===== src/rtl/tomasulo_pkg.sv =====
// Shared Tomasulo core definitions: default widths, tag encoding, branch compare
// codes, issue FSM states and a one-hot helper.
package tomasulo_pkg;

    localparam int unsigned TAG_W          = 4;
    localparam int unsigned XLEN           = 32;
    localparam int unsigned TAG_NONE       = 0;
    localparam int unsigned MAX_RS_ENTRIES = 8;

    typedef enum logic [2:0] {
        CMP_UNCOND = 3'd0,
        CMP_EQ     = 3'd1,
        CMP_NE     = 3'd2,
        CMP_LT     = 3'd3,
        CMP_GE     = 3'd4,
        CMP_LTU    = 3'd5,
        CMP_GEU    = 3'd6
    } cmp_ctrl_e;

    typedef enum logic {
        ST_IDLE = 1'b0,
        ST_BUSY = 1'b1
    } issue_state_e;

    // Isolate the lowest set bit of a vector (priority allocation helper).
    function automatic logic [MAX_RS_ENTRIES-1:0] lowest_one_hot(
        input logic [MAX_RS_ENTRIES-1:0] vec
    );
        return vec & (~vec + MAX_RS_ENTRIES'(1));
    endfunction

endpackage


===== src/rtl/age_matrix_picker.sv =====
// Age matrix for the reservation station: tracks relative entry age and
// returns the oldest ready entry as a one-hot grant.
// r_age[i][j] == 1 means entry i is younger than entry j.
module age_matrix_picker #(
    parameter int unsigned NUM_ENTRIES = 4
) (
    input  logic                   clk,
    input  logic                   rst_n,
    input  logic                   i_flush,
    input  logic [NUM_ENTRIES-1:0] i_valid,
    input  logic [NUM_ENTRIES-1:0] i_alloc_oh,
    input  logic [NUM_ENTRIES-1:0] i_free_oh,
    input  logic [NUM_ENTRIES-1:0] i_ready,
    output logic [NUM_ENTRIES-1:0] o_grant_oh_c,
    output logic                   o_grant_valid_c
);

    logic [NUM_ENTRIES-1:0][NUM_ENTRIES-1:0] r_age;
    logic [NUM_ENTRIES-1:0][NUM_ENTRIES-1:0] w_age_nxt;

    // Next matrix: new row on allocation, freed columns cleared, flush wipes all.
    always_comb begin
        w_age_nxt = r_age;
        for (int unsigned r = 0; r < NUM_ENTRIES; r++) begin
            if (i_alloc_oh[r]) begin
                w_age_nxt[r] = i_valid & ~i_free_oh;
            end else begin
                w_age_nxt[r] = r_age[r] & ~i_free_oh;
            end
        end
        if (i_flush) begin
            w_age_nxt = '0;
        end
    end

    // Age matrix register.
    always_ff @(posedge clk or negedge rst_n) begin
        if (!rst_n) begin
            r_age <= '0;
        end else begin
            r_age <= w_age_nxt;
        end
    end

    // Oldest ready: a ready entry with no older ready entry.
    always_comb begin
        o_grant_oh_c = '0;
        for (int unsigned r = 0; r < NUM_ENTRIES; r++) begin
            o_grant_oh_c[r] = i_ready[r] & ~|(r_age[r] & i_ready);
        end
        o_grant_valid_c = |o_grant_oh_c;
    end

endmodule


===== src/rtl/jump_rs_scheduler.sv =====
// Reservation station and single-issue scheduler for the branch/jump FU.
// Captures operands from the CDB, issues the oldest ready op while the FU is
// free and keeps at most one op in flight.
module jump_rs_scheduler
    import tomasulo_pkg::*;
#(
    parameter int unsigned NUM_ENTRIES = 4,
    parameter int unsigned TAG_W       = tomasulo_pkg::TAG_W,
    parameter int unsigned XLEN        = tomasulo_pkg::XLEN
) (
    input  logic             clk,
    input  logic             rst_n,
    // dispatch
    input  logic             disp_valid,
    output logic             disp_ready,
    input  logic             disp_jalr,
    input  logic [2:0]       disp_cmp_ctrl,
    input  logic [XLEN-1:0]  disp_imm,
    input  logic [XLEN-1:0]  disp_pc,
    input  logic [TAG_W-1:0] disp_dst_tag,
    input  logic [TAG_W-1:0] disp_rs1_tag,
    input  logic [XLEN-1:0]  disp_rs1_val,
    input  logic [TAG_W-1:0] disp_rs2_tag,
    input  logic [XLEN-1:0]  disp_rs2_val,
    // common data bus
    input  logic             cdb_valid,
    input  logic [TAG_W-1:0] cdb_tag,
    input  logic [XLEN-1:0]  cdb_data,
    // FU issue
    output logic             fu_en,
    output logic             fu_jalr,
    output logic [2:0]       fu_cmp_ctrl,
    output logic [XLEN-1:0]  fu_rs1_data,
    output logic [XLEN-1:0]  fu_rs2_data,
    output logic [XLEN-1:0]  fu_imm,
    output logic [XLEN-1:0]  fu_pc,
    output logic [TAG_W-1:0] fu_tag,
    input  logic             fu_done,
    // control / status
    input  logic             flush,
    output logic             fu_busy,
    output logic             rs_empty
);

    localparam logic [TAG_W-1:0] W_TAG_NONE = TAG_W'(TAG_NONE);

    // entry storage
    logic [NUM_ENTRIES-1:0] r_valid;
    logic [NUM_ENTRIES-1:0] r_jalr;
    cmp_ctrl_e              r_cmp [NUM_ENTRIES];
    logic [XLEN-1:0]        r_imm [NUM_ENTRIES];
    logic [XLEN-1:0]        r_pc  [NUM_ENTRIES];
    logic [TAG_W-1:0]       r_dst [NUM_ENTRIES];
    logic [TAG_W-1:0]       r_q1  [NUM_ENTRIES];
    logic [XLEN-1:0]        r_v1  [NUM_ENTRIES];
    logic [TAG_W-1:0]       r_q2  [NUM_ENTRIES];
    logic [XLEN-1:0]        r_v2  [NUM_ENTRIES];

    // issue FSM and registered FU outputs
    issue_state_e           r_state;
    issue_state_e           w_state_nxt;
    logic                   w_issue;
    logic                   r_fu_en;
    logic                   r_fu_busy;
    logic                   r_fu_jalr;
    logic [2:0]             r_fu_cmp;
    logic [XLEN-1:0]        r_fu_rs1;
    logic [XLEN-1:0]        r_fu_rs2;
    logic [XLEN-1:0]        r_fu_imm;
    logic [XLEN-1:0]        r_fu_pc;
    logic [TAG_W-1:0]       r_fu_tag;

    // combinational control
    logic                   w_disp_ready;
    logic                   w_disp_fire;
    logic [NUM_ENTRIES-1:0] w_alloc_oh;
    logic [NUM_ENTRIES-1:0] w_ready;
    logic [NUM_ENTRIES-1:0] w_grant_oh;
    logic                   w_grant_valid;
    logic [NUM_ENTRIES-1:0] w_issue_oh;
    logic                   w_byp1;
    logic                   w_byp2;
    logic [TAG_W-1:0]       w_new_q1;
    logic [XLEN-1:0]        w_new_v1;
    logic [TAG_W-1:0]       w_new_q2;
    logic [XLEN-1:0]        w_new_v2;
    logic                   w_sel_jalr;
    logic [2:0]             w_sel_cmp;
    logic [XLEN-1:0]        w_sel_rs1;
    logic [XLEN-1:0]        w_sel_rs2;
    logic [XLEN-1:0]        w_sel_imm;
    logic [XLEN-1:0]        w_sel_pc;
    logic [TAG_W-1:0]       w_sel_tag;

    // Dispatch acceptance and lowest-index free-slot allocation (registered state only).
    always_comb begin
        w_disp_ready = ~&r_valid;
        w_disp_fire  = disp_valid & w_disp_ready & ~flush;
        w_alloc_oh   = '0;
        if (w_disp_fire) begin
            w_alloc_oh = NUM_ENTRIES'(lowest_one_hot(MAX_RS_ENTRIES'(~r_valid)));
        end
    end

    // Same-cycle CDB bypass onto the dispatched operands.
    always_comb begin
        w_byp1   = cdb_valid && (disp_rs1_tag != W_TAG_NONE) && (cdb_tag == disp_rs1_tag);
        w_byp2   = cdb_valid && (disp_rs2_tag != W_TAG_NONE) && (cdb_tag == disp_rs2_tag);
        w_new_q1 = w_byp1 ? W_TAG_NONE : disp_rs1_tag;
        w_new_v1 = w_byp1 ? cdb_data   : disp_rs1_val;
        w_new_q2 = w_byp2 ? W_TAG_NONE : disp_rs2_tag;
        w_new_v2 = w_byp2 ? cdb_data   : disp_rs2_val;
    end

    // Ready vector from registered entry state.
    always_comb begin
        w_ready = '0;
        for (int unsigned i = 0; i < NUM_ENTRIES; i++) begin
            w_ready[i] = r_valid[i] && (r_q1[i] == W_TAG_NONE) && (r_q2[i] == W_TAG_NONE);
        end
    end

    age_matrix_picker #(
        .NUM_ENTRIES (NUM_ENTRIES)
    ) u_picker (
        .clk             (clk),
        .rst_n           (rst_n),
        .i_flush         (flush),
        .i_valid         (r_valid),
        .i_alloc_oh      (w_alloc_oh),
        .i_free_oh       (w_issue_oh),
        .i_ready         (w_ready),
        .o_grant_oh_c    (w_grant_oh),
        .o_grant_valid_c (w_grant_valid)
    );

    // Issue FSM next state: issue from IDLE, wait for fu_done in BUSY.
    always_comb begin
        w_state_nxt = r_state;
        w_issue     = 1'b0;
        case (r_state)
            ST_IDLE: begin
                if (w_grant_valid) begin
                    w_issue     = 1'b1;
                    w_state_nxt = ST_BUSY;
                end
            end
            ST_BUSY: begin
                if (fu_done) begin
                    w_state_nxt = ST_IDLE;
                end
            end
            default: w_state_nxt = ST_IDLE;
        endcase
        w_issue_oh = w_issue ? w_grant_oh : '0;
    end

    // One-hot mux of the granted entry's fields.
    always_comb begin
        w_sel_jalr = 1'b0;
        w_sel_cmp  = '0;
        w_sel_rs1  = '0;
        w_sel_rs2  = '0;
        w_sel_imm  = '0;
        w_sel_pc   = '0;
        w_sel_tag  = '0;
        for (int unsigned i = 0; i < NUM_ENTRIES; i++) begin
            w_sel_jalr = w_sel_jalr | (r_jalr[i] & w_grant_oh[i]);
            w_sel_cmp  = w_sel_cmp  | (3'(r_cmp[i]) & {3{w_grant_oh[i]}});
            w_sel_rs1  = w_sel_rs1  | (r_v1[i]  & {XLEN{w_grant_oh[i]}});
            w_sel_rs2  = w_sel_rs2  | (r_v2[i]  & {XLEN{w_grant_oh[i]}});
            w_sel_imm  = w_sel_imm  | (r_imm[i] & {XLEN{w_grant_oh[i]}});
            w_sel_pc   = w_sel_pc   | (r_pc[i]  & {XLEN{w_grant_oh[i]}});
            w_sel_tag  = w_sel_tag  | (r_dst[i] & {TAG_W{w_grant_oh[i]}});
        end
    end

    // Issue FSM state register.
    always_ff @(posedge clk or negedge rst_n) begin
        if (!rst_n) begin
            r_state <= ST_IDLE;
        end else begin
            r_state <= w_state_nxt;
        end
    end

    // Registered FU interface; data holds until the next issue.
    always_ff @(posedge clk or negedge rst_n) begin
        if (!rst_n) begin
            r_fu_en   <= 1'b0;
            r_fu_busy <= 1'b0;
            r_fu_jalr <= 1'b0;
            r_fu_cmp  <= '0;
            r_fu_rs1  <= '0;
            r_fu_rs2  <= '0;
            r_fu_imm  <= '0;
            r_fu_pc   <= '0;
            r_fu_tag  <= '0;
        end else begin
            r_fu_en   <= w_issue;
            r_fu_busy <= (w_state_nxt == ST_BUSY);
            if (w_issue) begin
                r_fu_jalr <= w_sel_jalr;
                r_fu_cmp  <= w_sel_cmp;
                r_fu_rs1  <= w_sel_rs1;
                r_fu_rs2  <= w_sel_rs2;
                r_fu_imm  <= w_sel_imm;
                r_fu_pc   <= w_sel_pc;
                r_fu_tag  <= w_sel_tag;
            end
        end
    end

    // Entry update: flush, allocation, free on issue, CDB wakeup.
    always_ff @(posedge clk or negedge rst_n) begin
        if (!rst_n) begin
            r_valid <= '0;
            r_jalr  <= '0;
            for (int unsigned i = 0; i < NUM_ENTRIES; i++) begin
                r_cmp[i] <= CMP_UNCOND;
                r_imm[i] <= '0;
                r_pc[i]  <= '0;
                r_dst[i] <= '0;
                r_q1[i]  <= '0;
                r_v1[i]  <= '0;
                r_q2[i]  <= '0;
                r_v2[i]  <= '0;
            end
        end else begin
            for (int unsigned i = 0; i < NUM_ENTRIES; i++) begin
                if (flush) begin
                    r_valid[i] <= 1'b0;
                end else if (w_alloc_oh[i]) begin
                    r_valid[i] <= 1'b1;
                    r_jalr[i]  <= disp_jalr;
                    r_cmp[i]   <= cmp_ctrl_e'(disp_cmp_ctrl);
                    r_imm[i]   <= disp_imm;
                    r_pc[i]    <= disp_pc;
                    r_dst[i]   <= disp_dst_tag;
                    r_q1[i]    <= w_new_q1;
                    r_v1[i]    <= w_new_v1;
                    r_q2[i]    <= w_new_q2;
                    r_v2[i]    <= w_new_v2;
                end else begin
                    if (w_issue_oh[i]) begin
                        r_valid[i] <= 1'b0;
                    end
                    if (r_valid[i] && cdb_valid && (r_q1[i] != W_TAG_NONE) && (r_q1[i] == cdb_tag)) begin
                        r_q1[i] <= W_TAG_NONE;
                        r_v1[i] <= cdb_data;
                    end
                    if (r_valid[i] && cdb_valid && (r_q2[i] != W_TAG_NONE) && (r_q2[i] == cdb_tag)) begin
                        r_q2[i] <= W_TAG_NONE;
                        r_v2[i] <= cdb_data;
                    end
                end
            end
        end
    end

    assign disp_ready  = w_disp_ready;
    assign rs_empty    = ~|r_valid;
    assign fu_en       = r_fu_en;
    assign fu_busy     = r_fu_busy;
    assign fu_jalr     = r_fu_jalr;
    assign fu_cmp_ctrl = r_fu_cmp;
    assign fu_rs1_data = r_fu_rs1;
    assign fu_rs2_data = r_fu_rs2;
    assign fu_imm      = r_fu_imm;
    assign fu_pc       = r_fu_pc;
    assign fu_tag      = r_fu_tag;

endmodule


===== config.mk =====
export PLATFORM = sky130hd
export DESIGN_NAME = jump_rs_scheduler
export DESIGN_NICKNAME = d
export VERILOG_FILES = /design/src/rtl/tomasulo_pkg.sv /design/src/rtl/age_matrix_picker.sv /design/src/rtl/jump_rs_scheduler.sv
export SDC_FILE = /design/constraint.sdc
export NUM_CORES = 2
export LEC_CHECK = 0
export CELL_PAD_IN_SITES_DETAIL_PLACEMENT = 1
export CELL_PAD_IN_SITES_GLOBAL_PLACEMENT = 1
export CORE_UTILIZATION = 48
export CTS_CLUSTER_SIZE = 8
export DETAILED_ROUTE_END_ITERATION = 8
export PLACE_DENSITY_LB_ADDON = 0.1
export SETUP_SLACK_MARGIN = 0.1
export SLEW_MARGIN = 25
export SYNTH_ARGS = -nofsm -noshare
export SYNTH_HDL_FRONTEND = slang
export SYNTH_SLANG_ARGS = --single-unit

===== constraint.sdc =====
create_clock -name clk -period 5.8 [get_ports clk]
set_input_delay 1.16 -clock clk [delete_from_list [all_inputs] [get_ports clk]]
set_output_delay 1.16 -clock clk [all_outputs]
set_load 0.01 [all_outputs]

# [Yosys cells after proc, flatten, opt, wreduce, memory -nomap -nowiden]
# Cells that the tools add are included.
[word_totals] reg_bits=734 out_inout_bits=140 inputBits=186 wordCells=280
[classes] mux=59 add_sub_neg=1 n_eq_ne=10 bitwise_logic=70 n_reduce_logical=87
[ops] cell="32-bit two-way mux" n=18
[ops] cell="32-bit bitwise AND" n=16
[ops] cell="32-bit OR" n=12
[ops] cell="4-bit two-way mux" n=24
[ops] cell="4-bit bitwise AND" n=14
[ops] cell="4-bit equality test" n=10
[ops] cell="4-bit nonzero test" n=10
[ops] cell="1-bit logical AND" n=32
[ops] cell="4-bit logical NOT" n=8
[ops] cell="2-bit AND reduction" n=12
[ops] cell="4-bit OR reduction" n=6
[ops] cell="16-bit two-way mux" n=1
[ops] cell="2-bit nonzero test" n=8
[ops] cell="1-bit two-way mux" n=15
[ops] cell="3-bit bitwise AND" n=4
[ops] cell="4-bit NOT" n=3
[ops] cell="4-bit OR" n=3
[ops] cell="3-bit nonzero test" n=4
[ops] cell="1-bit bitwise AND" n=10
[ops] cell="3-bit OR" n=3
[ops] cell="1-bit logical NOT" n=6
[ops] cell="4-bit by 1-bit adder with 4-bit output (second input constant)" n=1
[ops] cell="4-bit AND reduction" n=1
[ops] cell="1-bit OR" n=3
[ops] cell="other kinds (2)" n=3

# [Longest topological paths before layout]
[depth] depth_word=15 mapped_depth=11 mapped_depth_nobuf=7

# [By module]
# Synthesis repeated with hierarchy kept, for this count alone.
[hier_totals] hier_cells=3381 hier_area_um2=32897.8
[by_module_without_submodules] mod="jump_rs_scheduler" area_each_um2=32140.8 seq_area_each_um2=17967.2 instances=1 cells_each=3314
[by_module_without_submodules] mod="age_matrix_picker" area_each_um2=757.0 seq_area_each_um2=400.4 instances=1 cells_each=67

# [Worst setup path after synthesis]
# No wires, ideal clock.
[synth_path] path_kind="input-to-reg" startpoint="input cdb_valid" endpoint="register r_v2[101] in the netlist's numbering" setup_time_ps=72 t_required_ps=5728 n_path_buf=2 cell_stages=9 arrival_ps=2940 path_slack_ps=2788 cell_sequence="nor2b_1 > nand2_1 > or4_1 > nor3_1 > or2_2 > clkbuf_1 > buf_1 > o22ai_1 > nor2_1"
[synth_via] elab_chain_cells=5 word_cells_on_any_way=9 classes_between="mux (2); reduce/logical (7)"
[synth_rtl] element="from (decl)" line_no="jump_rs_scheduler.sv:26" text="input logic cdb_valid,"
[synth_rtl] element="1-bit logical AND (3 in a row)" line_no="jump_rs_scheduler.sv:252" text="if (r_valid[i] && cdb_valid && (r_q2[i] != W_TAG_NONE) && (r_q2[i] == cdb_tag)) begin"
[synth_rtl] element="2-bit nonzero test (no line)"
[synth_rtl] element="2-bit AND reduction (no line)"
[synth_rtl] element="to (signal, indexed assignment)" line_no="jump_rs_scheduler.sv:243" text="r_v2[i] <= w_new_v2;"
[synth_rtl] element="to (signal, indexed assignment)" line_no="jump_rs_scheduler.sv:254" text="r_v2[i] <= cdb_data;"
[synth_rtl] element="to (decl)" line_no="jump_rs_scheduler.sv:57" text="logic [XLEN-1:0] r_v2 [NUM_ENTRIES];"
# Several ways; a longest one is shown, not always the timed one.
# A chain may end at the register's enable or synchronous reset.

# [Worst setup path after layout]
[layout_path] startpoint="input flush" endpoint="register r_pc[41] in the netlist's numbering"
[layout_via] elab_chain_cells=4
[layout_rtl] element="from (decl)" line_no="jump_rs_scheduler.sv:40" text="input logic flush,"
[layout_rtl] element="1-bit NOT (no line) (*)"
[layout_rtl] element="1-bit bitwise AND" line_no="jump_rs_scheduler.sv:98" text="w_disp_fire = disp_valid & w_disp_ready & ~flush;"
[layout_rtl] element="4-bit two-way mux" line_no="jump_rs_scheduler.sv:100" text="if (w_disp_fire) begin"
[layout_rtl] element="2-bit AND reduction (no line) (*)"
[layout_rtl] element="to (signal, indexed assignment)" line_no="jump_rs_scheduler.sv:238" text="r_pc[i] <= disp_pc;"
[layout_rtl] element="to (decl)" line_no="jump_rs_scheduler.sv:52" text="logic [XLEN-1:0] r_pc [NUM_ENTRIES];"
# Mark *: on every way between the ends. The rest lies on a longest branch, timed or not.

==> flow_summary.yaml <==
grt:
  grt_max_degree: 176
  antenna_found_initial: 17
  overflow: 0
  grt_pass1_vias: 29600
  grt_pass1_wl_um: 171000
  track_usage: 0.325
run:
  drv_cap: 0
routing:
  wl_met1_um: 43600
  routed-wl-met2_um: 55500
  routedWlPerCell_um: 25.1
  wirelength_um: 109000
  drt_iter0_markers: 1887
  topRoutingLayerUsed: "met5"
  ant_nets: 0
  drc_errors: 30
  vias_per_cell: 6.11
  wl_met3_um: 6130
  firstDrtPassIters: 9
  num_vias: 26600
final_layout:
  fin_nets: 3659
  layout_commonest_cell: "nand2_1"
  utilization: 0.585
  multi_input_area_um2: 12800
  fin_area_um2: 38600
  final_cell_mix: "nand2_1 (866), dfrtp_1 (734), clkdlybuf4s50_1 (324)"
  drive_above_1_share: 0.0739
  syn_to_final_growth_pct: 19.9
  nFillCells: 7132
  final-seq-area_um2: 18400
critical_path:
  critPathKind: "primary input to flip-flop"
  r2r_end: "fu_rs2_data[0]"
  rrSetupSlack_ps: 2250
  worstPathMaxFanout: 44
  end_kind: "flip-flop"
  critPathRequiredTime_ps: 6320
  cp-startpoint: "flush"
  startpoint_type: "primary input"
  timing.rr.start: "r_q2[0]"
  reg2regPathDepth: 8
  cp_data_arrival_time_ps: 4710
  cp-endpoint: "r_pc[41]"
cts:
  holdBufCountCts: 0
  root_buffer: "clkbuf_16"
  clockBufferDepth: 3
  cts_buffers: 101
  htree_levels: 3
  path_clk_slew_ps: 50
  insertion_delay_ps: 650
  cts_sinks: 734
  postCtsSetupBuffers: 0
  cts_resized: 0
  cts_tree: "done"
synth:
  synth_flop_cell: "dfrtp_1"
  synth.yosys.seq_area_share: 0.570
  async_flop_share: 1.00
  yosys-top-cells-area: "dfrtp_1 (57%), nand2_1 (10%), a22oi_1 (6.4%), mux2i_1 (6.0%), nor2_1 (3.2%)"
  synth_top_area_share: 0.570
  synth-seq-cells: 734
  yosysUniqueCellTypes: 50
  synth-edff-count: 0
  syn-cell-area_um2: 32200
  yosysWarnings: 0
  synth_top_cell_by_area: "dfrtp_1"
  syn_nets: 3461
  syn_inst: 3275
  avgSynthCellArea_um2: 9.84
sta:
  finalSetupTns_ps: 0
  setup_violations: 0
  clock-skew-final_ps: 17.4
  timing.fmax_ghz: 0.239
  finalCritPeriodShare: 0.722
  tightest_slew_ps: 1090
  relSlewSlack: 0.272
  drv_slew: 0
  finalHoldViolations: 0
  fin_crit_ps: 4190
  rsz0062_at_grt: "no"
outcome:
  status: "complete, but fails checks"
  violations: "DRC"
floorplanning:
  initial_core_util: 0.488
  die-area_um2: 68200
  fp.coreArea_um2: 66100
  num_io_pins: 326
  die_w_um: 261
  rows: 94
  fp.dieH_um: 261
place:
  gp_congestion: 0.843
  placed_area_um2: 36000
  dp_hpwl_um: 64100
  port-buffer-count: 325
power_and_ir_drop:
  p_leak_nw: 17.5
  power.density_nw_per_um2: 413
  vdd_ir_drop_max_v: 0.000297
min_path:
  hp-class: "flip-flop to flip-flop"
## final cells by class
cell class	count	area share
clock inverters	5	0.00113
multi-input cells	2254	0.331
repair buffers	370	0.0961
well taps	864	0.0280
flip-flops and latches	734	0.475
clock buffers	105	0.0669
inverters	12	0.00117
diodes	9	0.000583
## state kept, by name (all words and copies together) (netlist names)
signal / cells
fu_en: 1
fu_cmp_ctrl: 3
r_jalr: 4
fu_rs1_data: 32
fu_jalr: 1
r_valid: 4
r_dst: 16
r_cmp: 12
r_pc: 128
fu_busy: 1
r_v1: 128
fu_pc: 32
r_v2: 128
u_picker.r_age: 16
r_q2: 16
fu_tag: 4
r_q1: 16
fu_rs2_data: 32
r_imm: 128
fu_imm: 32
## layer usage
layer	vias to the layer above	track usage
met1	13800	0.396
met2	834	0.561
met5	-	0
li1	11700	-
met3	248	0.0596
met4	20	0.148
## where the power goes
group          internal, mW  switching, mW
clock                  3.09           2.12
combinational          1.67           1.64
sequential             6.47          0.954
## critical path, cell delays in order
cell and delay (ps):
clkdlybuf4s50_1 680, inv_1 220, nand2_1 240, nor3_2 620, buf_4 600, buf_4 710, mux2_2 420
## Yosys cell counts (11+ instances only)
library cell and instances:
a21oi_1 18, a22o_1 24, a22oi_1 274, a31oi_1 137
buf_1 17, buf_2 40, buf_6 16, clkbuf_1 200
dfrtp_1 734, inv_1 12, mux2_2 72, mux2i_1 192
nand2_1 869, nand3_1 12, nor2_1 271, nor3_1 11
o21ai_0 201, o22ai_1 64, xnor2_1 15, xor2_1 18
## metrics by stage
stage	instances	hold slack (ps)	setup slack, ps	power (mW)
floorplan	3275	446	2790	8.76
global placement	4234	457	1060	10.5
detailed placement	4234	463	955	10.8
CTS	4344	475	1620	16.0
global route	4351	485	1470	16.7
finish	4353	471	1610	15.9
## worst min-delay path by stage
stage | from | to | slack, ps | cells past startpoint
floorplan | r_cmp[10] | r_cmp[10] | 450 | 2
global placement | r_imm[76] | r_imm[76] | 460 | 2
detailed placement | r_pc[7] | r_pc[7] | 460 | 2
CTS | r_pc[118] | r_pc[118] | 480 | 2
global route | r_imm[26] | r_imm[26] | 480 | 2
finish | r_pc[7] | r_pc[7] | 470 | 2
## cell families after synthesis
kind of cell / synth area share
AO/OA/AOI/OAI: 0.149
AND/OR/NAND/NOR: 0.148
multiplexers: 0.0848
flip-flops: 0.570
XOR/XNOR: 0.00897
buffers and inverters: 0.0389
Note: power is estimated with default switching activity, not from simulation.
